$ cat src/rtl/dist_search_ctrl.sv
// dist_search_ctrl: initiator-side sequencer for the distance calculator.
// It latches a target matrix, then walks the candidate ROM from index 0 to
// NUM_CAND-1. For each candidate it loads the ROM word, pulses calc_ready,
// and waits for calc_finished. It keeps the smallest dist2 seen and the
// index of that candidate.
// Optional feature macro: DIST_EARLY_EXIT_EN. When it is defined, the
// search ends early once a returned dist2 is at or below EXIT_THRESH, and
// the early_exit output flags that case.
module dist_search_ctrl #(
  parameter int NUM_CAND = 16,
  parameter int IDX_W    = 4
`ifdef DIST_EARLY_EXIT_EN
  ,
  parameter logic [37:0] EXIT_THRESH = 38'd0
`endif
) (
  input  logic                    clk,
  input  logic                    reset,
  input  logic                    start,
  input  logic signed [18:0]      mtx_target [0:1][0:1][0:1],
  output logic [IDX_W-1:0]        cand_idx,
  input  logic signed [18:0]      cand_mtx [0:1][0:1][0:1],
  output logic signed [18:0]      mtx_a [0:1][0:1][0:1],
  output logic signed [18:0]      mtx_b [0:1][0:1][0:1],
  output logic                    calc_ready,
  input  logic                    calc_finished,
  input  logic [37:0]             dist2,
  output logic [IDX_W-1:0]        best_idx,
  output logic [37:0]             best_dist,
  output logic                    busy,
`ifdef DIST_EARLY_EXIT_EN
  output logic                    early_exit,
`endif
  output logic                    done
);

  typedef logic signed [18:0] mtx_t [0:1][0:1][0:1];

  typedef enum logic [2:0] {
    IDLE  = 3'd0,
    FETCH = 3'd1,
    LOAD  = 3'd2,
    ISSUE = 3'd3,
    WAIT  = 3'd4,
    DONE  = 3'd5
  } state_t;

  localparam logic [IDX_W-1:0] LAST_IDX = IDX_W'(NUM_CAND - 1);

  state_t           state_q, state_d;
  logic [IDX_W-1:0] cand_idx_q, cand_idx_d;
  mtx_t             mtx_a_q, mtx_a_d;
  mtx_t             mtx_b_q, mtx_b_d;
  logic             calc_ready_q, calc_ready_d;
  logic [IDX_W-1:0] best_idx_q, best_idx_d;
  logic [37:0]      best_dist_q, best_dist_d;
  logic             busy_q, busy_d;
  logic             done_q, done_d;
`ifdef DIST_EARLY_EXIT_EN
  logic             exit_hit_q, exit_hit_d;
  logic             early_exit_q, early_exit_d;
`endif

  // Next-state and next-output logic for the search sequencer.
  always_comb begin
    state_d      = state_q;
    cand_idx_d   = cand_idx_q;
    mtx_a_d      = mtx_a_q;
    mtx_b_d      = mtx_b_q;
    calc_ready_d = 1'b0;
    best_idx_d   = best_idx_q;
    best_dist_d  = best_dist_q;
    busy_d       = busy_q;
    done_d       = done_q;
`ifdef DIST_EARLY_EXIT_EN
    exit_hit_d   = exit_hit_q;
    early_exit_d = early_exit_q;
`endif

    case (state_q)
      IDLE: begin
        if (start) begin
          mtx_a_d     = mtx_target;
          cand_idx_d  = '0;
          best_dist_d = '1;
          best_idx_d  = '0;
          busy_d      = 1'b1;
          done_d      = 1'b0;
`ifdef DIST_EARLY_EXIT_EN
          exit_hit_d   = 1'b0;
          early_exit_d = 1'b0;
`endif
          state_d     = FETCH;
        end
      end

      FETCH: begin
        state_d = LOAD;
      end

      LOAD: begin
        mtx_b_d      = cand_mtx;
        calc_ready_d = 1'b1;
        state_d      = ISSUE;
      end

      ISSUE: begin
        state_d = WAIT;
      end

      WAIT: begin
        if (calc_finished) begin
          if (dist2 < best_dist_q) begin
            best_dist_d = dist2;
            best_idx_d  = cand_idx_q;
          end
`ifdef DIST_EARLY_EXIT_EN
          if (dist2 <= EXIT_THRESH) begin
            exit_hit_d = 1'b1;
            state_d    = DONE;
          end else
`endif
          if (cand_idx_q == LAST_IDX) begin
            state_d = DONE;
          end else begin
            cand_idx_d = cand_idx_q + 1'b1;
            state_d    = FETCH;
          end
        end
      end

      DONE: begin
        busy_d  = 1'b0;
        done_d  = 1'b1;
`ifdef DIST_EARLY_EXIT_EN
        early_exit_d = exit_hit_q;
`endif
        state_d = IDLE;
      end

      default: begin
        state_d = IDLE;
      end
    endcase
  end

  // State and output registers; reset aborts any search and returns to IDLE.
  always_ff @(posedge clk) begin
    if (reset) begin
      state_q      <= IDLE;
      cand_idx_q   <= '0;
      mtx_a_q      <= '{default: 19'sd0};
      mtx_b_q      <= '{default: 19'sd0};
      calc_ready_q <= 1'b0;
      best_idx_q   <= '0;
      best_dist_q  <= '1;
      busy_q       <= 1'b0;
      done_q       <= 1'b0;
`ifdef DIST_EARLY_EXIT_EN
      exit_hit_q   <= 1'b0;
      early_exit_q <= 1'b0;
`endif
    end else begin
      state_q      <= state_d;
      cand_idx_q   <= cand_idx_d;
      mtx_a_q      <= mtx_a_d;
      mtx_b_q      <= mtx_b_d;
      calc_ready_q <= calc_ready_d;
      best_idx_q   <= best_idx_d;
      best_dist_q  <= best_dist_d;
      busy_q       <= busy_d;
      done_q       <= done_d;
`ifdef DIST_EARLY_EXIT_EN
      exit_hit_q   <= exit_hit_d;
      early_exit_q <= early_exit_d;
`endif
    end
  end

  assign cand_idx   = cand_idx_q;
  assign mtx_a      = mtx_a_q;
  assign mtx_b      = mtx_b_q;
  assign calc_ready = calc_ready_q;
  assign best_idx   = best_idx_q;
  assign best_dist  = best_dist_q;
  assign busy       = busy_q;
  assign done       = done_q;
`ifdef DIST_EARLY_EXIT_EN
  assign early_exit = early_exit_q;
`endif

endmodule

$ cat config.mk
export PLATFORM = sky130hd
export DESIGN_NAME = dist_search_ctrl
export DESIGN_NICKNAME = d
export VERILOG_FILES = /design/src/rtl/dist_search_ctrl.sv
export SDC_FILE = /design/constraint.sdc
export NUM_CORES = 1
export LEC_CHECK = 0
export ABC_CLOCK_PERIOD_IN_PS = 2870
export CAP_MARGIN = 10
export CORE_AREA = 2 2 272 274
export CTS_CLUSTER_DIAMETER = 80
export DETAILED_ROUTE_END_ITERATION = 16
export DIE_AREA = 0 0 274 276
export HOLD_SLACK_MARGIN = 0.1
export PLACE_DENSITY = 0.55
export SLEW_MARGIN = 20
export SYNTH_ARGS = -nofsm -noshare
export SYNTH_HDL_FRONTEND = slang
export SYNTH_SLANG_ARGS = --single-unit
$ cat constraint.sdc
create_clock -name clk -period 2.87 [get_ports clk]
set_clock_uncertainty 0.2 [all_clocks]
set_input_delay 0.574 -clock clk [delete_from_list [all_inputs] [get_ports clk]]
set_output_delay 0.574 -clock clk [all_outputs]
set_load 0.01 [all_outputs]
# Word level (Yosys, flattened, before mapping)

Cells that the tools add are included.
Widths: inputs -> output; s select.

Flip-flop bits (word level): 356
Output and inout bits: 353
Logic and storage cells: 63

$lt $le $gt $ge: 1
Reduce and logical (&&, ||, !) cells: 8
Equality and inequality tests: 10
$add $sub $neg: 1
Multiplexer cells: 20

Operator list:

| kind                | count |
|---|---|
| $mux 38             | 3 |
| $pmux 38 s2         | 1 |
| $lt 38x38->1        | 1 |
| $mux 4              | 5 |
| $pmux 4 s2          | 2 |
| $pmux 3 s5          | 1 |
| $mux 3              | 3 |
| $ne 2x2->1 const B  | 4 |
| $reduce_and 4->1    | 2 |
| $eq 3x2->1 const B  | 2 |
| $eq 3x3->1 const B  | 2 |
| $reduce_and 2->1    | 3 |
| $add 4x1->4 const B | 1 |
| $eq 4x4->1 const B  | 1 |
| $pmux 1 s2          | 2 |
| $reduce_bool 2->1   | 2 |
| $eq 3x1->1 const B  | 1 |
| $logic_not 3->1     | 1 |
| $mux 1              | 3 |

# Logic depth before layout (Yosys ltp)

Depth after elaboration: 4
Mapped depth: 11

# Worst setup path after synthesis

No wires, ideal clock.

Path type: input port to flip-flop
Start: input dist2[19]
End: register best_dist_q[0], in the netlist best_dist[0]
Data arrival time: 2312 ps
Setup slack: 238 ps
Setup time: 120 ps
Stages: 10
Path through: ha_1 -> a21o_1 -> a21o_1 -> a221o_1 -> a21oi_1 -> o211ai_1 -> a31o_1 -> buf_6 -> buf_12 -> mux2i_1

Longest elaborated chain between the ends: 3

RTL lines:

| what                       | RTL line | RTL |
|---|---|---|
| from (decl)                | 27       | `input logic [37:0] dist2,` |
| $lt 38x38->1               | 113      | `if (dist2 < best_dist_q) begin` |
| $ne 2x2->1 (no line)       | n/a      |  |
| $reduce_and 4->1 (no line) | n/a      |  |
| to (signal assigned)       | 170      | `best_dist_q <= best_dist_d;` |
| to (decl)                  | 56       | `logic [37:0] best_dist_q, best_dist_d;` |

No other way between the ends.
A chain may end at the register's enable or synchronous reset.

# Worst setup path in the final report

Start: input dist2[35]
End: register best_dist_q[30], in the netlist best_dist[30]

Same word-level chain as after synthesis.

==> flow_summary.yaml <==
synth:
  syn_area_per_cell_um2: 7.94
  syn_inst: 1685
  syn_area_mm2: 0.0134
  synth_flop_cell: "dfxtp_1"
  ys_seq_area_frac: 0.532
  yosys_warnings: 0
  synth_edf_count: 0
  synth.distinct_cells: 37
  ys_seq_elements: 356
  synth_nets: 2069
  synthArstFlopShare: 0
cts:
  clk_pin_slew_ns: 0.06
  clockBufferDepth: 3
  cts_made_buffers: 43
  htreeDepth: 2
  clock-sinks: 356
  post_cts_buffers: 0
  cts-root-buf: "clkbuf_16"
  cts_tree: "built"
  clk_latency_ns: 0.55
die:
  ios: 699
  start_util: 0.184
  die-area_mm2: 0.0756
  die_x_um: 274
  core_area_mm2: 0.0726
  core.rowCount: 99
  die_y_um: 276
global_routing:
  grt_pass1_vias: 13300
  grt_max_degree: 175
  grt_pass1_wl_um: 79800
  grt_antenna_before_repair: 1
  grt_overflow: 0
  grtUsageTotal: 0.135
setup_path:
  critPathLaunchType: "input pin"
  cp.arrival_ns: 2.90
  crit_chain: "clkdlybuf4s50_1 > ha_1 > a21o_1 > a21oi_1 > nor2b_1 > o31ai_1 > buf_4 > nand3_1 > a31o_2 > buf_12 > mux2i_1"
  cp_top_family: "compound AO/OA/AOI/OAI gates"
  cp.required_ns: 3.11
  crit_buf_inv: 3
  critPathCaptureType: "flip-flop"
  max_stage_delay_ns: 0.43
  cp_max_fo: 25
  critPathKind: "in -> reg"
  critPathSlowestCell: "clkdlybuf4s50_1"
finish:
  final_cell_mix: "697 x clkdlybuf4s50_1, 619 x nand2_1, 356 x dfxtp_1, 325 x a21oi_1, 84 x nor2_1"
  fillerInstances: 7766
  drive_above_1_share: 0.0499
  multi_input_area_mm2: 0.00561
  final_nets: 2744
  register_area_mm2: 0.00713
  syn_to_final_growth_pct: 71.6
  fin_area_mm2: 0.0230
  layout_commonest_cell: "clkdlybuf4s50_1"
timing:
  hold_viol_final: 0
  fmax_ghz: 0.375
  timing.final.crit_share: 0.930
  relSlewSlack: 0.254
  rsz0062_at_grt: "false"
  period_minus_slack_ns: 2.67
  drv_slew: 0
  worstMarginPinSlew_ns: 1.12
  setup_violations: 0
placed_design:
  io_buffer_count: 698
  dp_hpwl_um: 39700
  placed_area_mm2: 0.0216
  gp_congestion: 0.822
routing:
  wl_met2_um: 25600
  wl_met1_um: 21100
  wl_per_cell_um: 16.0
  via_per_inst: 4.00
  drtIter0Drc: 614
  vias: 13400
  antenna_left: 0
  wl_met3_um: 5190
  first_pass_iters: 5
  top_layer: "met4"
  drcViolationCount: 0
  wl_um: 53500
min_path:
  hp-class: "reg -> reg"
pwr:
  leakagePower_uw: 0.00882
  powerDensity_mw_per_mm2: 584
  ir_worst_vdd_mv: 0.469
  p_total_uw: 13400
flow_run:
  cap_violations: 0
run_status:
  status: "finished, final reports clean"
cell usage after synthesis (2+ instances only):
cell type | number | area share
buf_1 | 12 | 0.0034
nor4_1 | 2 | 0.00093
nand2_1 | 619 | 0.17
a21oi_1 | 325 | 0.12
mux2i_1 | 43 | 0.032
nand2b_1 | 8 | 0.0037
clkbuf_1 | 91 | 0.026
ha_1 | 38 | 0.036
nand4_1 | 9 | 0.0042
buf_12 | 4 | 0.0060
nand3_1 | 7 | 0.0026
a211oi_1 | 2 | 0.0011
nor2b_1 | 2 | 0.00093
nor2_1 | 85 | 0.024
dlygate4sd1_1 | 3 | 0.0020
o21ai_0 | 4 | 0.0015
a21o_1 | 5 | 0.0028
xnor2_1 | 2 | 0.0013
inv_1 | 39 | 0.011
dfxtp_1 | 356 | 0.53
and3_1 | 2 | 0.00093
buf_2 | 5 | 0.0019
o31ai_1 | 2 | 0.0011
nor3_1 | 7 | 0.0026
state kept, by name (all words and copies together), names as in the netlist:
name / flops
best_dist: 38
best_idx: 4
mtx_b: 152
cand_idx: 4
busy: 1
calc_ready: 1
mtx_a: 152
done: 1
state_q: 3
stage by stage:
step	utilization	TNS (ns)	worst slack, ns	std cells	hold WS [ns]
2_1_floorplan	-	0	0.238	1685	0.281
3_3_place_gp	0.297	-15.05	-0.374	3273	0.241
3_5_place_dp	0.297	-15.95	-0.403	3273	0.246
4_1_cts	0.316	0	0.207	3346	0.253
5_1_grt	0.316	0	0.0995	3346	0.263
6_report	0.316	0	0.202	3347	0.251
kinds of logic after synthesis:
| kind of cell | share of synthesized area |
|---|---|
| flip-flops | 0.532 |
| AO/OA/AOI/OAI | 0.133 |
| buffers and inverters | 0.0513 |
| adder cells (fa/ha/maj) | 0.0355 |
| AND/OR/NAND/NOR | 0.214 |
| XOR/XNOR | 0.00196 |
| multiplexers | 0.0322 |
layout make-up:
class / instances / share of cell area
well taps: 959 / 0.0522
flip-flops and latches: 356 / 0.310
inverters: 40 / 0.00654
diodes: 1 / 0.000109
clock buffers: 63 / 0.0563
multi-input cells: 1172 / 0.244
repair buffers: 747 / 0.327
clock inverters: 9 / 0.00332
routing by layer:
layer	global-route usage	vias to the layer above
li1	-	6787
met1	0.151	6044
met2	0.234	471
met3	0.0524	82
met4	0.0433	0
met5	0	-
power by group:
part | switching (uW) | internal, uW
clock | 2150 | 3190
combinational | 1250 | 1370
sequential | 179 | 5290
worst paths after layout:
kind	start	end	slack (ns)	cells after the start
worst max-delay path	dist2[35]	best_dist[30]	0.20	11
worst min-delay path	mtx_b[97]	mtx_b[97]	0.25	2
worst max register to register	best_dist[35]	best_dist[30]	0.27	11
worst min register to register	mtx_b[97]	mtx_b[97]	0.25	2
tightest hold or removal path, stage by stage (launching register included):
cell,delay [ns]
dfxtp_1,0.30
nand2_1,0.05
a21oi_1,0.05
what timing repair did:
action / 4_1_cts / 5_1_grt
endpoints found under the hold margin: 4 / 0
gates resized for setup: 0 / 0
endpoints found under the setup margin: 0 / 0
hold buffers: 1 / 0
No activity file was read; power rests on OpenSTA's default activity.
==> edit (config.mk and constraints unchanged) <==
The parameter `IDX_W` goes from 4 to 6.
--- a/src/rtl/dist_search_ctrl.sv
+++ b/src/rtl/dist_search_ctrl.sv
@@ -8,7 +8,7 @@
 // the early_exit output flags that case.
 module dist_search_ctrl #(
   parameter int NUM_CAND = 16,
-  parameter int IDX_W    = 4
+  parameter int IDX_W    = 6
 `ifdef DIST_EARLY_EXIT_EN
   ,
   parameter logic [37:0] EXIT_THRESH = 38'd0
Interface: changed (resized best_idx and cand_idx); port bits go from 699 to 703. No check against the original RTL was run, so the function may have changed too.
==> edit against the original RTL <==
Sequential cell count rose by 4; non-clock buffer count rose by 10; cell area rose by 2.1%; die area did not move; routed wire length rose by 3.4%; register-to-register slack got worse by 0.18 ns; critical path depth did not move; setup slack got worse by 0.14 ns; synthesized area rose by 1.3%; power rose by 4.2%; largest power group is now the clock network.
==> edit: results (changes against the original RTL) <==
[run_status]
status = finished clean

[clocking]
cts_made_buffers = 44  ; +2.3%

[synthesis]
synth_compound_area_share_pct = 13.2  ; -0.047 points
synthAdderAreaFrac_pct = 3.51  ; -0.045 points
muxShareOfSynthArea_pct = 3.32  ; +0.11 points
synth_seq_area_share_pct = 53.2  ; -0.078 points
synth_common_cells = nand2_1 (626), dfxtp_1 (360), a21oi_1 (322)

[global_route]
grt_max_degree = 135  ; -23%
grt_usage_pct = 13.8  ; +0.28 points
met3_usage_pct = 4.85  ; -0.39 points
grt_use_met2_pct = 23.5  ; +0.12 points
grt_pass1_wl_um = 81300  ; +1.9%

[place]
io_buffers = 702  ; +0.57%
dp_slack_ns = -0.517  ; -0.114 ns
dp_cells = 3299  ; +0.79%

[worst_hold_path]
holdPathStages = 3  ; +1
whs_endpoint = best_dist[19]
min_from = dist2[19]

[drt]
wl_um = 55300  ; +3.4%
vias = 13600  ; +2.0%
wl_met1_um = 22800  ; +7.9%
route.met3.wl_um = 4760  ; -8.3%

[final_layout]
finalNonFillerCells = 3384  ; +1.1%
fillers = 7648  ; -1.5%

[power]
p_leak_nw = 8.87  ; +0.48%

[setup_path]
slowest_delay_ns = 0.47  ; +0.04 ns
r2r_end = best_dist[19]
crit_arrival_ns = 3.09  ; +0.19 ns

[sta]
slew_headroom_pct = 39.5  ; +14 points

edit: cell types whose count changed in the layout (fill, tap and decap cells not counted), moves of 3 or more:
cell / change
nand2_1: +7
nand3_1: -3
a21oi_1: -4
o21ai_0: +4
clkinv_2: -4
dfxtp_1: +3
clkdlybuf4s50_1: +3
clkbuf_8: +4
inv_6: +3
edit: cells by family after synthesis:
logic type / Yosys count
multiplexers: 45
adder cells (fa/ha/maj): 38
buffers and inverters: 158
flip-flops: 360
AND/OR/NAND/NOR: 751
AO/OA/AOI/OAI: 347
XOR/XNOR: 5
edit: power breakdown:
part / leakage, nW / switching (mW) / internal, mW
logic: 5.19 / 1.28 / 1.40
registers: 2.93 / 0.185 / 5.34
clock network: 0.741 / 2.25 / 3.52
total: 8.87 / 3.72 / 10.3
edit: cell type report:
type / instances / area, um^2 / area share (%)
sequential: 360 / 7210 / 30.7
tap: 959 / 1200 / 5.11
timing repair buffer: 757 / 7670 / 32.7
multi-input combinational: 1186 / 5720 / 24.4
clock inverter: 11 / 150 / 0.640
inverter: 41 / 154 / 0.656
clock buffer: 69 / 1360 / 5.78
antenna: 1 / 2.50 / 0.0107
edit: worst max path at each step:
stage / from / depth (start not counted) / to / slack, ns
detailed placement: dist2[9] / 10 / best_dist[22] / -0.52
floorplan: dist2[19] / 10 / best_dist[10] / 0.25
finish: dist2[9] / 11 / best_dist[19] / 0.06
CTS: dist2[9] / 10 / best_dist[29] / 0.08
global route: best_dist[19] / 11 / best_dist[5] / 0.003
global placement: dist2[9] / 10 / best_dist[34] / -0.45
edit: timing repair:
item | CTS | global route
resized for setup | 0 | 7
setup buffers | 0 | 1
endpoints found under the setup margin | 0 | 44
